**src/rtl/prio_enco_pkg.sv**
```systemverilog
`default_nettype none
// ============================================================================
// Module      : prio_enco_pkg
// Description : Shared constants, state type and mask helper for the
//               sequential 8:3 priority encoder.
// Revision    : 1.0 - initial release
// ============================================================================
package prio_enco_pkg;

    // Request vector width (power of two, >= 2) and the derived code width.
    localparam int N = 8;
    localparam int W = $clog2(N);

    typedef enum logic [0:0] {
        IDLE = 1'b0,
        SCAN = 1'b1
    } state_t;

    // N-bit mask with only bit idx set.
    function automatic logic [N-1:0] onehot(input logic [W-1:0] idx);
        logic [N-1:0] m;
        m      = '0;
        m[idx] = 1'b1;
        return m;
    endfunction

endpackage : prio_enco_pkg
`default_nettype wire

```
**src/rtl/prio_find.sv**
```systemverilog
`default_nettype none
// ============================================================================
// Module      : prio_find
// Description : Combinational highest-set-bit finder.
//   vec    : input vector
//   idx    : index of the highest set bit (0 when vec is all zero)
//   any    : at least one bit set
//   single : exactly one bit set
// Revision    : 1.0 - initial release
// ============================================================================
module prio_find #(
    parameter int N = 8
) (
    input  logic [N-1:0]         vec,
    output logic [$clog2(N)-1:0] idx,
    output logic                 any,
    output logic                 single
);

    localparam int W = $clog2(N);

    // Ascending scan: the last hit wins, so idx ends on the highest set bit.
    always_comb begin
        idx = '0;
        for (int i = 0; i < N; i++) begin
            if (vec[i]) begin
                idx = W'(i);
            end
        end
    end

    assign any    = |vec;
    // Clearing the lowest set bit leaves zero only for a single-bit vector.
    assign single = any && ((vec & (vec - 1'b1)) == '0);

endmodule : prio_find
`default_nettype wire

```
**src/rtl/prio_enco.sv**
```systemverilog
`default_nettype none
// ============================================================================
// Module      : prio_enco
// Description : Sequential 8:3 priority encoder. Captures a request vector
//               over a valid/ready handshake and emits the index of every set
//               bit, highest first, one code per downstream handshake.
//   clk, rst            : clock, asynchronous active-high reset
//   en                  : block enable; 0 freezes all state
//   req_valid/req_ready : request handshake, req is the N-bit vector
//   code_valid/ready    : code handshake; code/last valid with code_valid
//   code                : highest pending index
//   last                : code is the final pending index
//   none                : one-cycle pulse after an all-zero vector is accepted
// Revision    : 1.0 - initial release
// ============================================================================
module prio_enco
    import prio_enco_pkg::*;
(
    input  logic         clk,
    input  logic         rst,
    input  logic         en,
    input  logic         req_valid,
    output logic         req_ready,
    input  logic [N-1:0] req,
    output logic         code_valid,
    input  logic         code_ready,
    output logic [W-1:0] code,
    output logic         last,
    output logic         none
);

    state_t         r_state_q;
    state_t         w_state_d;
    logic [N-1:0]   r_pending_q;
    logic [N-1:0]   w_pending_d;
    logic           r_none_q;
    logic           w_none_d;

    logic [W-1:0]   w_idx;
    logic           w_any;
    logic           w_single;
    logic           w_accept;
    logic           w_code_hs;
    logic           w_req_zero;

    // code and last come only from the pending register, never from req.
    prio_find #(
        .N (N)
    ) u_find (
        .vec    (r_pending_q),
        .idx    (w_idx),
        .any    (w_any),
        .single (w_single)
    );

    assign code = w_idx;
    assign last = w_single;

    // In SCAN a new vector may load only alongside the final code handshake,
    // which gives back-to-back vectors without an idle bubble.
    always_comb begin
        req_ready = 1'b0;
        if (en && !rst) begin
            if (r_state_q == IDLE) begin
                req_ready = 1'b1;
            end else begin
                req_ready = w_single & code_ready;
            end
        end
    end

    assign code_valid = en & (r_state_q == SCAN) & w_any;
    assign none       = r_none_q & en;

    assign w_accept   = req_valid & req_ready;
    assign w_code_hs  = code_valid & code_ready;
    assign w_req_zero = (req == '0);

    always_comb begin
        w_state_d   = r_state_q;
        w_pending_d = r_pending_q;
        w_none_d    = 1'b0;
        case (r_state_q)
            IDLE: begin
                if (w_accept) begin
                    if (w_req_zero) begin
                        w_none_d = 1'b1;
                    end else begin
                        w_pending_d = req;
                        w_state_d   = SCAN;
                    end
                end
            end
            SCAN: begin
                if (w_code_hs) begin
                    w_pending_d = r_pending_q & ~onehot(w_idx);
                    if (w_single) begin
                        w_state_d = IDLE;
                        if (w_accept) begin
                            if (w_req_zero) begin
                                w_none_d = 1'b1;
                            end else begin
                                w_pending_d = req;
                                w_state_d   = SCAN;
                            end
                        end
                    end
                end
            end
            default: begin
                w_state_d   = IDLE;
                w_pending_d = '0;
            end
        endcase
    end

    always_ff @(posedge clk or posedge rst) begin
        if (rst) begin
            r_state_q   <= IDLE;
            r_pending_q <= '0;
            r_none_q    <= 1'b0;
        end else begin
            r_state_q   <= w_state_d;
            r_pending_q <= w_pending_d;
            r_none_q    <= w_none_d;
        end
    end

endmodule : prio_enco
`default_nettype wire

```
**config.mk**
```make
export PLATFORM = sky130hd
export DESIGN_NAME = prio_enco
export DESIGN_NICKNAME = d
export VERILOG_FILES = /design/src/rtl/prio_enco_pkg.sv /design/src/rtl/prio_find.sv /design/src/rtl/prio_enco.sv
export SDC_FILE = /design/constraint.sdc
export NUM_CORES = 1
export LEC_CHECK = 0
export CAP_MARGIN = 20
export CELL_PAD_IN_SITES_DETAIL_PLACEMENT = 0
export CELL_PAD_IN_SITES_GLOBAL_PLACEMENT = 1
export CORE_MARGIN = 2
export CORE_UTILIZATION = 33
export DETAILED_ROUTE_END_ITERATION = 16
export GPL_ROUTABILITY_DRIVEN = 0
export PLACE_DENSITY = 0.86
export SETUP_SLACK_MARGIN = 0.05
export SLEW_MARGIN = 15
export SYNTH_ARGS = -nofsm -noshare
export SYNTH_HDL_FRONTEND = slang
export SYNTH_SLANG_ARGS = --single-unit
```
**constraint.sdc**
```tcl
create_clock -name clk -period 2.1 [get_ports clk]
set_input_delay 0.42 -clock clk [delete_from_list [all_inputs] [get_ports clk]]
set_output_delay 0.42 -clock clk [all_outputs]
set_load 0.05 [all_outputs]
```
Yosys cells after proc, flatten, opt, wreduce, memory -nomap -nowiden
Cells that the tools add are included.
W data, S select, Z words.

word-level totals
  register bits after elaboration = 10

operators by class
  equal/unequal tests = 3
  bitwise logic cells = 10
  muxes and demuxes = 28
  reduce and logical (&&, ||, !) cells = 8
  $lt $le $gt $ge = 2
  $add $sub $neg = 1

operators with widths
  cell                   number
  $mux W8                6
  $and A8 B8 Y8          2
  $logic_not A8 Y1       2
  $pmux W8 S2            1
  $mux W1                12
  $mux W3                4
  $not A8 Y8             1
  $reduce_or A8 Y1       1
  $sub A8 B1 Y8 const B  1
  $and A1 B1 Y1          6
  $lt A3 B4 Y1 const B   1
  $mux W2                2
  $ne A2 B2 Y1 const B   2
  $pmux W1 S2            2
  $demux W1 S3           1
  $ge A3 B1 Y1 const B   1
  $logic_and A1 B1 Y1    3
  $reduce_and A3 Y1      1
  $ne A2 B1 Y1 const B   1
  $logic_not A1 Y1       1
  $not A1 Y1             1

Longest topological paths before layout
  word-level depth = 18
  gate-level depth with buffers = 5
  depth with buffers taken out = 5

Hierarchy
A second synthesis with hierarchy kept.

unflattened totals
  cell total of the unflattened synthesis = 85
  area, all modules = 745.7 um^2

modules (own cells, without submodules)
  module     area each (um^2)  seq. area each (um^2)  times used  cells each
  prio_enco  594.3             250.2                  1           61
  prio_find  151.4             0.0                    1           24

Least setup slack after synthesis
Ideal clock, no wire load.

  kind = register to output
  start point = reg r_pending_q[2]
  end point = out req_ready
  path slack = -0.337 ns
  data required time = 1.680 ns
  arrival time = 2.017 ns
  cell stages (with the launch flop) = 5
  path through = dfrtp_1 -> or3_2 -> a21boi_2 -> nand3_1 -> a21oi_1

on the way
  cells in the longest elaborated chain, start to end = 7
  elaborated cells on any way between the ends = 8
  those cells by class = add/sub: 1; mux: 2; bitwise: 2; reduce/logical: 3

ends and longest elaborated chain
  element                 line              source
  from (decl)             prio_enco.sv:34   logic [N-1:0] r_pending_q;
  from (signal assigned)  prio_enco.sv:124  r_pending_q <= w_pending_d;
  $sub A8 B1 Y8           prio_find.sv:34   assign single = any && ((vec & (vec - 1'b1)) == '0);
  $and A8 B8 Y8           prio_find.sv:34
  $logic_not A8 Y1        prio_find.sv:34
  $logic_and A1 B1 Y1 *   prio_find.sv:34
  $and A1 B1 Y1 *         prio_enco.sv:67   req_ready = w_single & code_ready;
  $mux W1 *               prio_enco.sv:64   if (r_state_q == IDLE) begin
  $mux W1 *               prio_enco.sv:63   if (en && !rst) begin
  to (decl)               prio_enco.sv:23   output logic req_ready,

Every way passes the cells marked *; elsewhere a longest branch is shown, timed or not.

Worst setup path after layout
Same ends and word-level chain as after synthesis.

==> impl_metrics.json <==
{
  "critPathMaxFanout": 5,
  "synth-xor-area-share_pct": 1.261,
  "synth.area.mux_share_pct": 0,
  "synth_area_leaders": "dfrtp_1 36%, inv_1 7.0%, a21oi_1 5.0%",
  "fin_ws_ns": -0.1148,
  "core_um2": 1982,
  "yosysWarnings": 0,
  "synth_top_family_by_area": "compound AO/OA/AOI/OAI gates",
  "dr.pass1.iters": 4,
  "wl_met2_um": 950,
  "dpl_worst_slack_ns": 0.01716,
  "worst_slew_pin_slew_ns": 0.3789,
  "outcome": "finished, violations left",
  "num-fill-cells": 167,
  "hold_viol_final": 0,
  "drc": 0,
  "die_h_um": 49.87,
  "start_kind": "flip-flop",
  "yosys.cell_count.top_type": "inv_1",
  "synthArstFlopShare_pct": 100.0,
  "syn-num-nets": 92,
  "rsz0062_at_grt": "true",
  "avgSynthCellArea_um2": 8.790,
  "synth_seq_cells": 10,
  "hp-class": "input port to async pin",
  "drive_gt1_share_pct": 37.19,
  "rows": 16,
  "dp_hpwl_um": 1350,
  "synth_ff_type": "dfrtp_1",
  "drv_cap": 0,
  "synth_area_leader_cell": "dfrtp_1",
  "period_needed_ns": 2.215,
  "wl_met3_um": 76,
  "multi_input_area_um2": 456.7,
  "die_area_um2": 2487,
  "drt_iter0_markers": 35,
  "clock_sinks": 10,
  "postCtsHoldBufs": 0,
  "finalCritPeriodShare_pct": 105.5,
  "area_growth_pct": 74.96,
  "final_max_slew_viol_count": 0,
  "nets": 135,
  "crit_path_cell_trace": "buf_6 > a222oi_1 > a21boi_2 > nand3_2 > a21oi_2 > buf_12",
  "syn_inst": 79,
  "start_util_pct": 35.04,
  "setup_tns_ns": -0.1830,
  "synth_fa_ha_area_share_pct": 0,
  "ios": 20,
  "cts_buffers": 3,
  "syn_area_um2": 694.4,
  "synth_cell_type_count": 29,
  "highest_layer": "met4",
  "clk_pin_slew_ns": 0.07,
  "grt_pass1_vias": 692,
  "regArea_um2": 252.7,
  "seq_area_frac_synth_pct": 36.04,
  "synth_commonest_cells": "13 x inv_1, 10 x dfrtp_1, 7 x a21oi_1",
  "synth-compound-area-share_pct": 32.61,
  "cts_tree": "built",
  "portBuffers": 19,
  "cpPeakStageDelay_ns": 0.45,
  "synth-simple-area-share_pct": 23.06,
  "crit_path_end_kind": "output pin",
  "grtUsageTotal_pct": 14.68,
  "antenna_cells": 0,
  "h-tree-depth": 1,
  "timing.fmax_mhz": 451.5,
  "wl_met1_um": 855,
  "violations": "negative setup slack",
  "crit_type": "flip-flop to output pin",
  "setup_viol": 2,
  "grt_pass1_wl_um": 2842,
  "synth_edf_count": 0,
  "vias": 776,
  "synth_top_area_share_pct": 36.04,
  "cp.required_ns": 1.68,
  "avgViaCountPerCell": 5.243,
  "wl_um": 1890,
  "antenna_found_initial": 0,
  "clkLatencyLatePin_ns": 0.26,
  "route.antenna.remaining_nets": 0,
  "slew_headroom_pct": 74.51,
  "worstPathArrival_ns": 1.79,
  "skew_ns": 0.005805,
  "slowest_stage": "dfrtp_2",
  "post_drt_wl_per_cell_um": 12.77,
  "grt_max_degree": 12,
  "cts_buffer_depth": 2,
  "die_x_um": 49.87,
  "clockRootBuffer": "clkbuf_4",
  "grt-ovfl-total": 0
}
-- critical path, delay by kind of cell (launching register included) --
family | cells | cell delay [ns]
compound gates | 3 | 0.69
simple gates | 1 | 0.10
flops | 1 | 0.45
buf+inv | 2 | 0.28
-- cell usage in the layout (no fill, tap or decap), drive strengths merged --
cell,synthesis,final
nor3,2,2
xnor2,1,1
nand2b,2,2
nor4,4,4
nor2,5,5
clkbuf,0,4
clkdlybuf4s50,0,12
nand3,3,3
nand3b,1,1
a21oi,7,7
dfrtp,10,10
o21ai,7,7
a222oi,1,1
a21boi,1,1
or3,1,1
buf,0,25
a211oi,1,1
or2,1,1
o41ai,1,1
a41o,1,1
and2,2,2
or2b,1,1
inv,13,13
o32ai,4,4
nand2,4,4
a41oi,1,2
o31ai,5,5
-- registers in the layout (all words and copies together) (netlist names) --
name         cells
r_none_q         1
r_pending_q      8
r_state_q        1
-- metal layers --
| layer | vias to the layer above | global-route usage, % |
|---|---|---|
| met3 | 2 | 2.727 |
| met1 | 362 | 18.77 |
| li1 | 387 | - |
| met5 | - | 0 |
| met4 | 0 | 5.093 |
| met2 | 25 | 24.67 |
-- what timing repair did --
action	4_1_cts	5_1_grt
pin swaps	5	6
gates resized for setup	5	6
endpoints found under the setup margin	2	9
cloned	0	1
buffers inserted	8	2
-- cell type report --
cell class | instances | share of cell area [%]
multi-input combinational | 57 | 37.59
timing repair buffer | 37 | 31.82
sequential | 10 | 20.80
inverter | 13 | 4.016
clock buffer | 4 | 2.987
tap | 27 | 2.781
-- metrics by stage --
stage | hold slack (ns) | cell area (um2) | utilization (%) | instances
finish | 0.4817 | 1215 | 61.30 | 148
global route | 0.5139 | 1215 | 61.30 | 148
CTS | 0.4900 | 1147 | 57.89 | 145
detailed placement | 0.6068 | 1040 | 52.46 | 133
global placement | 0.6061 | 1040 | 52.46 | 133
floorplan | 0.2766 | 698.2 | - | 79
-- worst paths after layout --
path | start | to | slack (ns) | cells past startpoint
min in group clk | r_pending_q[0] | r_pending_q[0] | 0.64 | 2
worst min-delay path | rst | r_pending_q[3] | 0.48 | 3
max in group asynchronous | rst | r_pending_q[1] | 1.45 | 3
worst min register to register | r_pending_q[0] | r_pending_q[0] | 0.64 | 2
worst max register to register | r_pending_q[2] | r_pending_q[1] | 0.15 | 8
worst max-delay path | r_pending_q[2] | req_ready | -0.11 | 6
-- kinds of logic (layout without fill, tap and decap cells) --
family,Yosys count,count (layout)
compound gates,29,30
xor+xnor,1,1
buf+inv,13,54
flops,10,10
simple gates,26,26
Power is left out: the tool's default activity adds up to more than one toggle a clock period on the data nets, which glitch-free logic cannot reach.
